`config.mk`:
```
export PLATFORM = sky130hd
export DESIGN_NAME = uart_tx_fifo
export DESIGN_NICKNAME = d
export VERILOG_FILES = /design/src/rtl/uart_pkg.sv /design/src/rtl/uart_fifo_mem.sv /design/src/rtl/uart_tx_fifo.sv
export SDC_FILE = /design/constraint.sdc
export NUM_CORES = 1
export LEC_CHECK = 0
export CORE_MARGIN = 2
export CORE_UTILIZATION = 60
export DETAILED_ROUTE_END_ITERATION = 6
export GPL_TIMING_DRIVEN = 0
export PLACE_DENSITY_LB_ADDON = 0.15
export REMOVE_ABC_BUFFERS = 1
export SYNTH_ARGS = -nofsm -noshare
export SYNTH_HDL_FRONTEND = slang
export SYNTH_SLANG_ARGS = --single-unit
```
`constraint.sdc`:
```
create_clock -name clk -period 2.6 [get_ports clk]
set_input_delay 0.52 -clock clk [delete_from_list [all_inputs] [get_ports clk]]
set_output_delay 0.52 -clock clk [all_outputs]
set_load 0.02 [all_outputs]
```
`src/rtl/uart_pkg.sv`:
```
// Shared UART definitions: default data width and the TX FIFO launch FSM states.
package uart_pkg;

  localparam int unsigned UART_DATA_W = 8;

  typedef enum logic [1:0] {
    TXF_IDLE,
    TXF_LAUNCH,
    TXF_WAIT_BUSY,
    TXF_WAIT_DONE
  } txf_state_e;

endpackage

```
`src/rtl/uart_fifo_mem.sv`:
```
// DEPTH x DATA_W storage: synchronous write, asynchronous read, contents not reset.
module uart_fifo_mem #(
  parameter int unsigned DEPTH  = 16,
  parameter int unsigned DATA_W = 8,
  parameter int unsigned AW     = $clog2(DEPTH)
) (
  input  logic              clk,
  input  logic              we,
  input  logic [AW-1:0]     wr_addr,
  input  logic [DATA_W-1:0] wr_data,
  input  logic [AW-1:0]     rd_addr,
  output logic [DATA_W-1:0] rd_data
);

  logic [DATA_W-1:0] mem [DEPTH];

  always_ff @(posedge clk) begin
    if (we) mem[wr_addr] <= wr_data;
  end

  assign rd_data = mem[rd_addr];

endmodule

```
`src/rtl/uart_tx_fifo.sv`:
```
// Byte FIFO feeding the UART transmitter through a busy-aware launch FSM.
// Define UART_TX_FIFO_OVF_EN to add the sticky ovf flag and its ovf_clr input.
module uart_tx_fifo
  import uart_pkg::*;
#(
  parameter int unsigned DEPTH  = 16,
  parameter int unsigned DATA_W = UART_DATA_W
) (
  input  logic                       clk,
  input  logic                       reset_n,
  input  logic [DATA_W-1:0]          wr_data,
  input  logic                       wr_en,
  input  logic                       flush,
  output logic                       full,
  output logic                       empty,
  output logic [$clog2(DEPTH+1)-1:0] count,
  output logic [DATA_W-1:0]          tx_data,
  output logic                       tx_send,
  input  logic                       tx_busy
`ifdef UART_TX_FIFO_OVF_EN
  ,
  output logic                       ovf,
  input  logic                       ovf_clr
`endif
);

  localparam int unsigned AW = $clog2(DEPTH);
  localparam int unsigned CW = $clog2(DEPTH + 1);

  logic [AW-1:0]     wr_ptr, rd_ptr;
  logic [CW-1:0]     count_nxt;
  logic [DATA_W-1:0] rd_data;
  logic              push, pop;
  txf_state_e        state, state_nxt;

  // Flush wins over a same-cycle write; a full FIFO drops writes even if a pop happens.
  assign push = wr_en && !full && !flush;

  uart_fifo_mem #(
    .DEPTH  (DEPTH),
    .DATA_W (DATA_W),
    .AW     (AW)
  ) u_mem (
    .clk     (clk),
    .we      (push),
    .wr_addr (wr_ptr),
    .wr_data (wr_data),
    .rd_addr (rd_ptr),
    .rd_data (rd_data)
  );

  always_comb begin
    count_nxt = count;
    if (push && !pop)      count_nxt = count + CW'(1);
    else if (pop && !push) count_nxt = count - CW'(1);
  end

  always_ff @(posedge clk or negedge reset_n) begin
    if (!reset_n) begin
      wr_ptr <= '0;
      rd_ptr <= '0;
      count  <= '0;
      empty  <= 1'b1;
      full   <= 1'b0;
    end else if (flush) begin
      wr_ptr <= '0;
      rd_ptr <= '0;
      count  <= '0;
      empty  <= 1'b1;
      full   <= 1'b0;
    end else begin
      if (push) wr_ptr <= wr_ptr + AW'(1);
      if (pop)  rd_ptr <= rd_ptr + AW'(1);
      count <= count_nxt;
      empty <= (count_nxt == '0);
      full  <= (count_nxt == CW'(DEPTH));
    end
  end

  always_comb begin
    state_nxt = state;
    pop       = 1'b0;
    case (state)
      TXF_IDLE: begin
        if (!empty && !tx_busy && !flush) begin
          pop       = 1'b1;
          state_nxt = TXF_LAUNCH;
        end
      end
      TXF_LAUNCH:    state_nxt = TXF_WAIT_BUSY;
      TXF_WAIT_BUSY: if (tx_busy)  state_nxt = TXF_WAIT_DONE;
      TXF_WAIT_DONE: if (!tx_busy) state_nxt = TXF_IDLE;
      default:       state_nxt = TXF_IDLE;
    endcase
  end

  // tx_send is registered from the next state so it is high exactly while in LAUNCH.
  always_ff @(posedge clk or negedge reset_n) begin
    if (!reset_n) begin
      state   <= TXF_IDLE;
      tx_send <= 1'b0;
      tx_data <= '0;
    end else begin
      state   <= state_nxt;
      tx_send <= (state_nxt == TXF_LAUNCH);
      if (pop) tx_data <= rd_data;
    end
  end

`ifdef UART_TX_FIFO_OVF_EN
  always_ff @(posedge clk or negedge reset_n) begin
    if (!reset_n)                    ovf <= 1'b0;
    else if (ovf_clr)                ovf <= 1'b0;
    else if (wr_en && (full || flush)) ovf <= 1'b1;
  end
`endif

endmodule

```
=== Word-level counts from Yosys, hierarchy flattened ===
Memory sizes are Yosys's and may differ from the RTL's. A register that Yosys moved wholly into a read port is not among the register bits.
Cells that the tools add are included.

* $add $sub $neg: 4
* Equal/unequal tests: 5
* Multiplexer cells: 17
* Reductions and logical operators: 17

{| class="wikitable"
|+ Operators by type and width
! operator !! number
|-
| $mux 4 || 4
|-
| $mux 5 || 3
|-
| $add 4x1->4 const B || 2
|-
| $pmux 2 s4 || 1
|-
| $logic_not 1->1 || 7
|-
| $logic_and 1x1->1 || 6
|-
| $mux 1 || 6
|-
| $mux 2 || 3
|-
| $add 5x1->5 const B || 1
|-
| $eq 5x5->1 const B || 1
|-
| $logic_not 5->1 || 1
|-
| $sub 5x1->5 const B || 1
|-
| $eq 2x1->1 const B || 2
|-
| $eq 2x2->1 const B || 2
|-
| $reduce_bool 2->1 || 2
|-
| $logic_not 2->1 || 1
|}

* Flip-flop bits (word level): 18
* Memory bits (writable): 128
* Input bits: 13
* Output and inout port bits: 16
* Logic and storage cells: 51
* Memories kept: 1

{| class="wikitable"
|+ Memory list
! name !! depth !! bits a word !! read ports !! clocked after memory_dff !! wr ports !! line !! text
|-
| u_mem.mem || 16 || 8 || 1 || 1 || 1 || uart_fifo_mem.sv:15 || <nowiki>logic [DATA_W-1:0] mem [DEPTH];</nowiki>
|}

=== Longest topological paths before layout ===
Gate-level depths: netlist of the first run.

* Word-level depth: 10
* Mapped depth: 7
* Depth with buffers taken out: 7

=== By module ===
Synthesis of the first run repeated with hierarchy kept, for this count alone.

* Cell total of the unflattened synthesis: 331
* Area total of the unflattened synthesis: 6244.7 µm²

{| class="wikitable"
|+ By module, submodules not included
! module !! times used !! cells each !! area each (µm²) !! seq. area each (µm²)
|-
| uart_fifo_mem || 1 || 221 || 4987.3 || 3843.7
|-
| uart_tx_fifo || 1 || 110 || 1257.5 || 651.9
|}

=== Worst setup path after synthesis of the first run ===
OpenSTA, ideal clock, no wires.

* Kind: input -> register
* From: input wr_en
* To: memory u_mem.mem[15][0], enable pin
* Setup time: 0.370 ns
* Arrival time: 1.668 ns
* Data required time: 2.230 ns
* Slack: 0.562 ns
* Stages: 4
* Buffers on the path: 1
* Cells stage by stage: nor2b_1 -> clkbuf_1 -> nand2_1 -> nor2_1

* Word-level cells in the longest chain between the ends: 4

{| class="wikitable"
|+ Ends and longest elaborated chain
! what !! line !! text
|-
| start: declaration || uart_tx_fifo.sv:12 || <nowiki>input logic wr_en,</nowiki>
|-
| $logic_and 1x1->1 (2 in series) || uart_tx_fifo.sv:37 || <nowiki>assign push = wr_en && !full && !flush;</nowiki>
|-
| $mux 1 || uart_fifo_mem.sv:18 || <nowiki>if (we) mem[wr_addr] <= wr_data;</nowiki>
|-
| $mux 1 (implied by the code) || uart_fifo_mem.sv:18 ||
|-
| end: declaration || uart_fifo_mem.sv:15 ||
|}

Every way passes these cells.

=== Final worst setup path of the first run ===
* From: input flush
* To: memory u_mem.mem[2][4], enable pin

* Word-level cells in the longest chain between the ends: 4

{| class="wikitable"
|+ Ends and longest elaborated chain
! what !! line !! text
|-
| start: declaration || uart_tx_fifo.sv:13 || <nowiki>input logic flush,</nowiki>
|-
| $logic_not 1->1 || uart_tx_fifo.sv:37 ||
|-
| $logic_and 1x1->1 || uart_tx_fifo.sv:37 ||
|-
| $mux 1 || uart_fifo_mem.sv:18 ||
|-
| $mux 1 (implied by the code) || uart_fifo_mem.sv:18 ||
|}

Every way passes these cells.

==> results_dict.tcl, run 1 <==
set metrics [dict create \
    rsz0062_at_grt "true" \
    dp_hpwl_um 6980 \
    finalSetupViolCount 0 \
    path_clk_slew_ns 0.06 \
    fin_tns_setup_ns 0 \
    postSynthCellCount 319 \
    cellLeakagePower_nw 2.47 \
    die_x_um 107 \
    worstMarginPinSlew_ns 1.18 \
    cts_root_buf "clkbuf_8" \
    clkPwrFrac_pct 42.4 \
    cts-buffers-inserted 17 \
    antenna_found_initial 0 \
    yosysSeqAreaShare_pct 70.9 \
    place.port_buffers 28 \
    cap_violations 0 \
    powerDensity_mw_per_mm2 826 \
    drv_slew 0 \
    switchingPower_mw 1.34 \
    cts_sinks 154 \
    synth.distinct_cells 37 \
    final_cells 502 \
    synth_area_mm2 0.00634 \
    die_area_mm2 0.0114 \
    grt_pass1_vias 3080 \
    start_kind "primary input" \
    required_ns 2.74 \
    clockBufferDepth 2 \
    utilization_pct 71.7 \
    peakVddDrop_v 0.000547 \
    ant_nets 0 \
    grt_max_degree 36 \
    syn_to_final_growth_pct 16.2 \
    routedWlPerCell_um 22.2 \
    antenna_cells 0 \
    firstDrtPassIters 4 \
    cts.htree.levels 4 \
    hold_class "flip-flop to flip-flop" \
    finalHoldViolCount 0 \
    combPwrFrac_pct 10.3 \
    grt_usage_pct 21.9 \
    vias 3024 \
    drive_above_1_share_pct 16.4 \
    postCtsSetupBuffers 0 \
    finClkSkew_ns 0.00841 \
    core_mm2 0.0103 \
    start_util_pct 61.7 \
    clkLatencyLatePin_ns 0.52 \
    overflow 0 \
    ys_ff_latch 154 \
    num_rows 37 \
    status "finished, final reports clean" \
    fin_nets 373 \
    grt_first_pass_wirelength_um 17700 \
    wl_um 11200 \
    crit_path_end_kind "flip-flop" \
    internal_power_mw 4.74 \
    min_period_ns 2.49 \
    holdPathStages 1 \
    critPathMaxFanout 21 \
    yosysWarnings 0 \
    cp.arrival_ns 2.63 \
    slew_headroom_pct 21.1 \
    io_pins 29 \
    globalplace.congestion 0.748 \
    swShare_pct 22.1 \
    drt_iter0_markers 251 \
    viasPerCell 6.02 \
    placedCellCount 470 \
    die_h_um 107 \
    drc_errors 0 \
    fin_crit_sh_pct 95.7 \
    avgSynthCellArea_um2 19.9 \
    critPathKind "primary input to flip-flop" \
    fmax_ghz 0.402 \
    r2r_cells 4 \
    cts_tree "yes" \
    seq_power_share_pct 47.3 \
]
==> final timing paths <==
| path | from | slack (ns) | to |
|---|---|---|---|
| worst max register to register | rd_ptr[0] | 0.26 | tx_data[7] |
| worst min register to register | tx_data[7] | 0.52 | tx_data[7] |
| max in group asynchronous | reset_n | 1.18 | rd_ptr[1] |
| min in group asynchronous | reset_n | 0.63 | count[4] |
| worst min-delay path | tx_data[7] | 0.52 | tx_data[7] |
| worst max-delay path | flush | 0.11 | u_mem.mem[2][4] |
==> cell usage in the layout (no fill, tap or decap), types with 8 or more instances in the layout <==
| cell | synthesis | layout |
|---|---|---|
| mux4_2 | 10 | 10 |
| mux2_4 | 8 | 8 |
| edfxtp_1 | 128 | 128 |
| mux4_1 | 30 | 30 |
| nor2_1 | 27 | 23 |
| clkbuf_16 | 0 | 16 |
| clkdlybuf4s50_1 | 0 | 28 |
| dfrtp_1 | 25 | 23 |
| nand2_1 | 11 | 11 |
==> routing by layer <==
layer	GRT usage [%]	part of all wire, %	vias to the layer above
li1	-	-	1376
met1	29.6	42	1544
met2	35.5	52	91
met3	4.01	5.0	13
met4	9.46	1.6	0
met5	0	0	-
==> logic make-up after synthesis <==
group,after synthesis,synth area share [%]
flops,154,70.9
simple gates,63,4.88
mux,48,17.9
buf+inv,20,1.74
compound gates,16,1.68
xor+xnor,11,1.52
fa+ha+maj,7,1.38
==> synthesized netlist by cell type, drive strengths merged <==
cell type / count / area share (%)
a211oi: 3 / 0.36
a21o: 2 / 0.24
a21oi: 5 / 0.39
a311oi: 1 / 0.14
a31oi: 1 / 0.099
a41oi: 1 / 0.14
and2: 1 / 0.099
buf: 8 / 1.0
clkbuf: 6 / 0.36
dfrtp: 25 / 9.9
dfstp: 1 / 0.41
edfxtp: 128 / 61
ha: 7 / 1.4
inv: 6 / 0.36
mux2: 8 / 1.9
mux4: 40 / 16
nand2: 11 / 0.65
nand2b: 1 / 0.099
nand3: 7 / 0.55
nand4: 3 / 0.30
nor2: 28 / 1.8
nor2b: 3 / 0.30
nor3: 2 / 0.16
nor4: 3 / 0.53
o211ai: 1 / 0.12
o21ai: 1 / 0.079
o31ai: 1 / 0.12
or3: 3 / 0.30
or4: 1 / 0.12
xnor2: 7 / 0.97
xor2: 4 / 0.55
==> per-stage QoR <==
step / power (mW) / worst slack (ns) / hold WS [ns] / instance area [µm²]
after detailed placement: 3.55 / -0.582 / 0.507 / 6720
after global placement: 3.52 / -0.631 / 0.497 / 6700
after CTS: 6.12 / 0.127 / 0.522 / 7360
after global routing: 6.28 / -0.0126 / 0.525 / 7370
after floorplan: 3.27 / -0.0394 / 0.224 / 6250
final: 6.08 / 0.113 / 0.517 / 7370
==> power by group through the flow <==
stage               clock [mW]  combinational (mW)  sequential, mW
detailed placement           0               0.627            2.93
global placement             0               0.592            2.93
finish                    2.58               0.628            2.88
CTS                       2.61               0.633            2.87
global route              2.71               0.677            2.89
floorplan                    0               0.263            3.01
==> registers in the layout, summed over array words and instances (netlist names) <==
register / count
count: 5
empty: 1
full: 1
rd_ptr: 4
state: 2
tx_data: 8
tx_send: 1
u_mem.mem: 128
wr_ptr: 4
==> worst max-delay path, cell delays in order <==
cell and delay, ns:
clkdlybuf4s50_1 0.82, or3_1 0.62, nor2_1 0.67
==> area by class of cell <==
type	count	area, µm²
Fill cell	627	2910
Timing Repair Buffer	29	300
Clock buffer	20	445
Tap cell	136	170
Inverter	6	22.5
Multi-Input combinational cell	145	1750
Clock inverter	12	184
Sequential cell	154	4500
==> what timing repair did <==
action                                 in CTS  in global routing
setup endpoints to repair                  36                  8
hold buffers                                0                  0
gates resized for setup                     5                  1
endpoints found under the hold margin       0                  0
Power figures use the tool's default switching activity.
==> run 2, diff against run 1 <==
CTS_CLUSTER_DIAMETER = 200   (was default)
==> results of run 2 <==
No change in the layout: final DEF, timing and power equal those of run 1.
